<file path="src/rtl/onchip_ram_stream_writer.sv">
// Avalon-MM write master: drains a valid/ready stream into on-chip RAM, one word register deep.
// Optional ONCHIP_RAM_WRITER_BYTE_PACK_EN packs byte beats little-endian into 32-bit words.
module onchip_ram_stream_writer #(
  parameter int ADDR_W = 14,
  parameter int CNT_W  = 16
) (
  input  logic              clk,
  input  logic              reset,
  input  logic              start,
  input  logic [ADDR_W-1:0] base_addr,
  input  logic [CNT_W-1:0]  beat_count,
  input  logic [31:0]       in_data,
  input  logic              in_valid,
  output logic              in_ready,
  output logic [ADDR_W-1:0] avm_address,
  output logic              avm_write,
  output logic [31:0]       avm_writedata,
  output logic [3:0]        avm_byteenable,
  input  logic              avm_waitrequest,
  output logic              busy,
  output logic              done,
  output logic [CNT_W-1:0]  words_written
);

  typedef enum logic [1:0] {IDLE, RUN, DONE} state_t;

  state_t           state, state_nxt;
  logic [CNT_W-1:0] beats_left;
  logic             out_free, wr_done, fire, flush;
  logic [31:0]      word_nxt;
  logic [3:0]       be_nxt;

  assign out_free = !avm_write || !avm_waitrequest;
  assign wr_done  = avm_write && !avm_waitrequest;
  assign fire     = in_valid && in_ready;

`ifdef ONCHIP_RAM_WRITER_BYTE_PACK_EN
  logic [1:0]  pack_cnt;
  logic [23:0] pack_data;
  logic [31:0] lane_in;
  logic        unused_hi;

  assign unused_hi = ^in_data[31:8];
  assign lane_in   = {24'b0, in_data[7:0]} << {pack_cnt, 3'b000};
  // word goes out once four lanes are filled or the job's last byte arrives
  assign flush     = (pack_cnt == 2'd3) || (beats_left == CNT_W'(1));
  assign word_nxt  = {8'b0, pack_data} | lane_in;

  always_comb begin
    be_nxt = 4'hF;
    case (pack_cnt)
      2'd0:    be_nxt = 4'b0001;
      2'd1:    be_nxt = 4'b0011;
      2'd2:    be_nxt = 4'b0111;
      default: be_nxt = 4'hF;
    endcase
  end

  always_ff @(posedge clk) begin
    if (reset) begin
      pack_cnt  <= '0;
      pack_data <= '0;
    end else if (state == IDLE && start) begin
      pack_cnt  <= '0;
      pack_data <= '0;
    end else if (fire) begin
      if (flush) begin
        pack_cnt  <= '0;
        pack_data <= '0;
      end else begin
        pack_cnt  <= pack_cnt + 2'd1;
        pack_data <= word_nxt[23:0];
      end
    end
  end
`else
  assign flush    = 1'b1;
  assign word_nxt = in_data;
  assign be_nxt   = 4'hF;
`endif

  always_ff @(posedge clk) begin
    if (reset) state <= IDLE;
    else       state <= state_nxt;
  end

  always_comb begin
    state_nxt = state;
    case (state)
      IDLE:    if (start) state_nxt = (beat_count == '0) ? DONE : RUN;
      RUN:     if (wr_done && beats_left == '0) state_nxt = DONE;
      DONE:    state_nxt = IDLE;
      default: state_nxt = IDLE;
    endcase
  end

  always_comb begin
    busy     = 1'b0;
    done     = 1'b0;
    in_ready = 1'b0;
    case (state)
      RUN: begin
        busy     = 1'b1;
        // a beat that only fills the pack register never needs the output slot
        in_ready = (beats_left != '0) && (out_free || !flush);
      end
      DONE:    done = 1'b1;
      default: ;
    endcase
  end

  always_ff @(posedge clk) begin
    if (reset) begin
      beats_left     <= '0;
      avm_address    <= '0;
      avm_write      <= 1'b0;
      avm_writedata  <= '0;
      avm_byteenable <= '0;
      words_written  <= '0;
    end else begin
      if (state == IDLE && start) begin
        beats_left    <= beat_count;
        avm_address   <= base_addr;
        words_written <= '0;
      end
      if (fire) beats_left <= beats_left - CNT_W'(1);
      if (wr_done) begin
        avm_address <= avm_address + ADDR_W'(1);
        if (words_written != '1) words_written <= words_written + CNT_W'(1);
      end
      if (fire && flush) begin
        avm_write      <= 1'b1;
        avm_writedata  <= word_nxt;
        avm_byteenable <= be_nxt;
      end else if (wr_done) begin
        avm_write <= 1'b0;
      end
    end
  end

endmodule

</file>
<file path="config.mk">
export PLATFORM = sky130hd
export DESIGN_NAME = onchip_ram_stream_writer
export DESIGN_NICKNAME = d
export VERILOG_FILES = /design/src/rtl/onchip_ram_stream_writer.sv
export SDC_FILE = /design/constraint.sdc
export NUM_CORES = 1
export LEC_CHECK = 0
export BUFFER_PORTS_ARGS = -buffer_cell sky130_fd_sc_hd__buf_4
export CORE_UTILIZATION = 44
export CTS_CLUSTER_DIAMETER = 50
export DETAILED_ROUTE_END_ITERATION = 16
export GPL_TIMING_DRIVEN = 0
export PLACE_DENSITY_LB_ADDON = 0.1
export SLEW_MARGIN = 0
export SYNTH_ARGS = -nofsm -noshare
export SYNTH_HDL_FRONTEND = slang
export SYNTH_SLANG_ARGS = --single-unit
export TNS_END_PERCENT = 50
</file>
<file path="constraint.sdc">
create_clock -name clk -period 1.6 [get_ports clk]
set_input_delay 0 -clock clk [delete_from_list [all_inputs] [get_ports clk]]
set_output_delay 0 -clock clk [all_outputs]
set_load 0.02 [all_outputs]
</file>
# == Word level (Yosys, flattened, before mapping) ==
# Cells that the tools add are included.
# W data, S select, Z words.
# word_totals
input_bits,67
elab_cells,47
output_inout_bits,70
register_bits,82
# classes
reduce_logical,16
eq_ne,5
n_mux,16
n_addsub,3
# ops
operator,count
$mux W16,5
$logic_not A16 Y1,2
$mux W14,2
$add A16 B1 Y16 const B,1
$ne A16 B16 Y1 const B,1
$reduce_bool A16 Y1,1
$sub A16 B1 Y16 const B,1
$add A14 B1 Y14 const B,1
$mux W2,3
$reduce_bool A2 Y1,3
$logic_and A1 B1 Y1,5
$mux W1,5
$ne A2 B2 Y1 const B,2
$pmux W2 S2,1
$eq A2 B1 Y1 const B,1
$eq A2 B2 Y1 const B,1
$logic_not A1 Y1,2
$logic_not A2 Y1,1
$reduce_and A2 Y1,1
$logic_or A1 B1 Y1,1

# == Depth between registers and ports, before layout ==
# depth
ltp_word,6
depth_mapped,8
ltp_nobuf,7

# == Worst setup path after synthesis ==
# No wires, ideal clock.
# synth_path
path_kind,reg2reg
startpoint,register words_written[0]
endpoint,register words_written[14]
required_time_ns,1.463
setup_ns,0.137
setup_slack_ns,-0.347
n_path_buf,1
period_less_slack_ns,1.947
t_arrival_ns,1.810
path_stages_with_launch,8
cell_sequence,dfxtp_1 > ha_1 > and3_1 > buf_2 > and4_1 > a21oi_2 > o21ai_0 > nor3_1
# synth_via
elab_chain_cells,3
word_cells_on_any_way,4
classes_between,add/sub (1); eq/ne (1); mux (2)
# synth_lines
item,line_no,text
"start, declared",22,output logic [CNT_W-1:0] words_written
"start signal, assigned",129,if (words_written != '1) words_written <= words_written + CNT_W'(1);
$add A16 B1 Y16 or $ne A16 B16 Y1 (tied branches),129,
$mux W16 *,129,
$mux W16 *,127,if (wr_done) begin
# Mark *: on every way between the ends. The rest lies on a longest branch, timed or not.
# A chain may end at the register's enable or synchronous reset.

# == Final worst setup path ==
# layout_path
startpoint,register beats_left[3]
endpoint,register beats_left[13]
# layout_via
elab_chain_cells,5
word_cells_on_any_way,7
classes_between,add/sub (1); mux (2); reduce/logical (4)
# layout_lines
item,line_no,text
"start, declared",28,logic [CNT_W-1:0] beats_left;
"start signal, assigned",122,beats_left <= beat_count;
"start signal, assigned",126,if (fire) beats_left <= beats_left - CNT_W'(1);
"parallel branches: the longest is 5 deep, another holds $sub A16 B1 Y16",n/a,
# Parallel ways; which one is timed is not known.

==> results.md <==
- Status: finished with violations
- Failing checks: negative setup slack
- Drt pass-1 iters: 5
- Min cycle time layout: 1.85 ns
- Hold_ws: 0.00549 ns
- # diodes: 0
- Post-synth EDFFs: 0
- Cells after synthesis: about 490
- Starting Density: approximately 45%
- Async SR Flop Fraction: 0%
- Most frequent cells in the layout: 159 x buf_4, 68 x nand2_1, 62 x dfxtp_1, 56 x dlygate4sd3_1, 40 x a21oi_1
- CTS Root Buffer Type: clkbuf_8
- Max-slew violation count: 0
- Xor/xnor share of the synthesized area: less than 1%
- Final core occ: 78.0%
- Die H: 96.9 microns
- Post-Synth Adder-Cell Area: less than 1%
- Seq cells post-synth: about 80
- Synth Net Count: about 560
- Setup Skew: 0.0124 ns
- RePlAce Congestion: just under 0.9
- DP Wirelength: around 8.7 mm
- Part of the Yosys area used for sequential elements: about two fifths
- Worst EP required: ~1.8 ns
- PD cells: between 700 and 800 nW/um^2
- Type of origin of the critical path: register
- Final Cell Area: 6800 sq um
- Share of cells above drive strength 1: roughly 46%
- # fillers: ~590
- Routed WL: between 10 and 15 mm
- Vias in the first global route: between 4k and 5k
- CP Class: reg -> reg
- Pint: between 0.003 and 0.004 W
- Slew Limit Headroom: 44.9%
- Setup ws final: -0.248 ns
- Peak VDD IR: between 0.5 and 0.6 mV
- Hold Crit Class: in -> reg
- P&R area growth vs syn: 71.7%
- Syn Std Cell Area: 3960 sq um
- Worst Tran Pin Value: between 0.8 and 0.9 ns
- Clock Sinks: 82
- Via-per-instance ratio: about 5.7
- Average size of a mapped cell: 8.03 sq um
- DR iter-0 viols: between 200 and 300
- First-pass GRT wire length: roughly 22 mm
- Sw frac: 31.3%
- Final period utilization: 115%
- Post-synth top flop: dfxtp_1
- GR Util All Layers: just under 30%
- Total congestion overflow: 0
- Clk pwr share: a little under a third
- CP endpoint kind: register
- Leakage: between 2 and 3 nW
- DR DRC count: 0
- Post-Synth Simple-Gate Area: 29.9%
- Detail Route Antenna Nets: 0
- RSZ-0062 raised after global routing: yes
- Drt wl/cell: 17.1 microns
- Psw: about 0.0017 W
- Post-synth cell types: 61
- FF+latch area: 1680 sq um
- Core Area: between 8000 and 9000 sq um
- Fmax: between 500 and 600 MHz
- Largest net degree at the start of global routing: 15
- DP Worst Slack: -0.491 ns
- Power share of the combinational group: a little over a quarter
- Detailed-route via count: between 4k and 5k
- Max_cap viols: 0
- TritonCTS Buffers: 9
- Final setup vio count: between 50 and 60
- Endpoints failing hold: 0
- Sequential share of power: a little over two fifths
- Crit-path max FO: 3
- Compound-Gate Fraction of Synth Area: about a fifth
- I/O Buffers: ~140
- Largest family of logic cells by synthesized area: simple AND/OR/NAND/NOR gates
- # H-tree levels: 3
- Footprint of the multi-input gates: 2670 sq um
- CP Data Arrival Time: 2.08 ns
- CTS max path bufs: 2
- Placed cell areas: about 5300 sq um
- Mux contribution to synthesized area: 1.26%
- Commonest non-fill, non-tap cell in the layout: buf_4
- IO Pins: 137
- CTS tree: yes
- Die width: between 90 and 100 microns
- Clock Latency Late Sink: ~0.37 ns
- Initial antenna violation count: 0
- # rows: 34
- Die Area: ~9400 sq um
- Synth warnings: 0
- Nets: between 700 and 800
- Worst-path clk slew: 0.09 ns
-- cells by family after synthesis --
group | Yosys count
mux | 4
buf+inv | 36
fa+ha+maj | 3
simple gates | 236
compound gates | 129
xor+xnor | 3
flops | 82
-- through the flow --
step                power [W]  cells  setup TNS, ns
floorplan             0.00288    493         -0.542
CTS                   0.00518    830          -6.91
finish                0.00537    835          -8.46
detailed placement    0.00328    736         -23.72
global route          0.00556    835         -12.39
global placement      0.00326    736         -20.86
-- cells in the mapped netlist (all sizes together) (2+ instances only) --
cell / instances / area share [%]
a211o: 4 / 0.88
and3: 21 / 3.3
and4: 4 / 0.88
nor4: 10 / 1.9
a2bb2oi: 2 / 0.44
o21ai: 11 / 1.7
o311ai: 4 / 0.89
o31ai: 4 / 0.76
clkbuf: 18 / 1.7
nor2: 34 / 3.3
nand2: 96 / 9.1
a211oi: 8 / 1.5
o211ai: 5 / 0.95
nor3b: 4 / 0.76
and2: 2 / 0.32
nor3: 20 / 2.8
o21a: 2 / 0.38
nand3: 14 / 2.0
buf: 12 / 2.3
inv: 6 / 0.57
nand4: 11 / 1.9
mux2: 2 / 0.76
ha: 3 / 0.95
a32oi: 4 / 0.88
nor2b: 3 / 0.47
a21o: 2 / 0.38
a41oi: 2 / 0.44
nand2b: 3 / 0.47
a311oi: 2 / 0.44
a31oi: 6 / 0.95
or2: 2 / 0.32
a22oi: 5 / 0.95
a21oi: 62 / 8.2
mux2i: 2 / 0.51
nand3b: 3 / 0.57
dfxtp: 82 / 41
xnor2: 2 / 0.44
or3: 3 / 0.47
or4: 3 / 0.66
-- final timing paths --
kind | to | slack [ns] | cells after the start | from
hold / removal | avm_address[0] | 0.005 | 3 | base_addr[0]
hold reg to reg | avm_writedata[12] | 0.45 | 2 | avm_writedata[12]
setup / recovery | beats_left[13] | -0.25 | 6 | beats_left[3]
setup reg to reg | beats_left[13] | -0.25 | 6 | beats_left[3]
-- flip-flops by register name, indices dropped and copies added (netlist names) --
name and count:
beats_left 16, words_written 16, avm_address 14, avm_writedata 32, avm_write 1, state 2
avm_byteenable 1
-- timing repair --
item | in CTS | in global routing
pin swaps | 41 | 23
gates resized for setup | 70 | 90
hold endpoints to repair | 56 | 0
buffers inserted | 22 | 6
setup endpoints to repair | 81 | 82
gates cloned | 4 | 0
hold buffers | 56 | 0
-- metal layers --
layer	share of wire, %	track usage, %	wire [microns]	up-vias
met5	0	0	0	-
li1	-	-	-	2260
met3	5.8	7.30	822	32
met1	42	35.1	6060	2287
met2	50	49.3	7090	166
met4	2.2	10.9	308	0
-- power groups by stage --
stage          clock network, W  registers [W]  logic, W
2_1_floorplan                 0        0.00237  0.000510
3_3_place_gp                  0        0.00230  0.000962
3_5_place_dp                  0        0.00230  0.000980
4_1_cts                 0.00164        0.00227   0.00128
5_1_grt                 0.00173        0.00229   0.00154
6_report                0.00164        0.00228   0.00146
-- worst max-delay path, stage by stage (launching register included) --
cell and delay (ns):
dfxtp_4 0.35, or4_4 0.57, buf_6 0.15, nor3_4 0.13, nand3_2 0.14, o311ai_2 0.27, a31oi_1 0.12
-- layout make-up --
type | count | share of cell area (%)
Multi-Input combinational cell | 375 | 39.2
Timing Repair Buffer | 223 | 27.6
Sequential cell | 82 | 24.8
Buffer | 26 | 3.05
Clock buffer | 10 | 2.19
Tap cell | 108 | 1.99
Clock inverter | 5 | 0.865
Inverter | 6 | 0.331
Power figures use the tool's default switching activity.
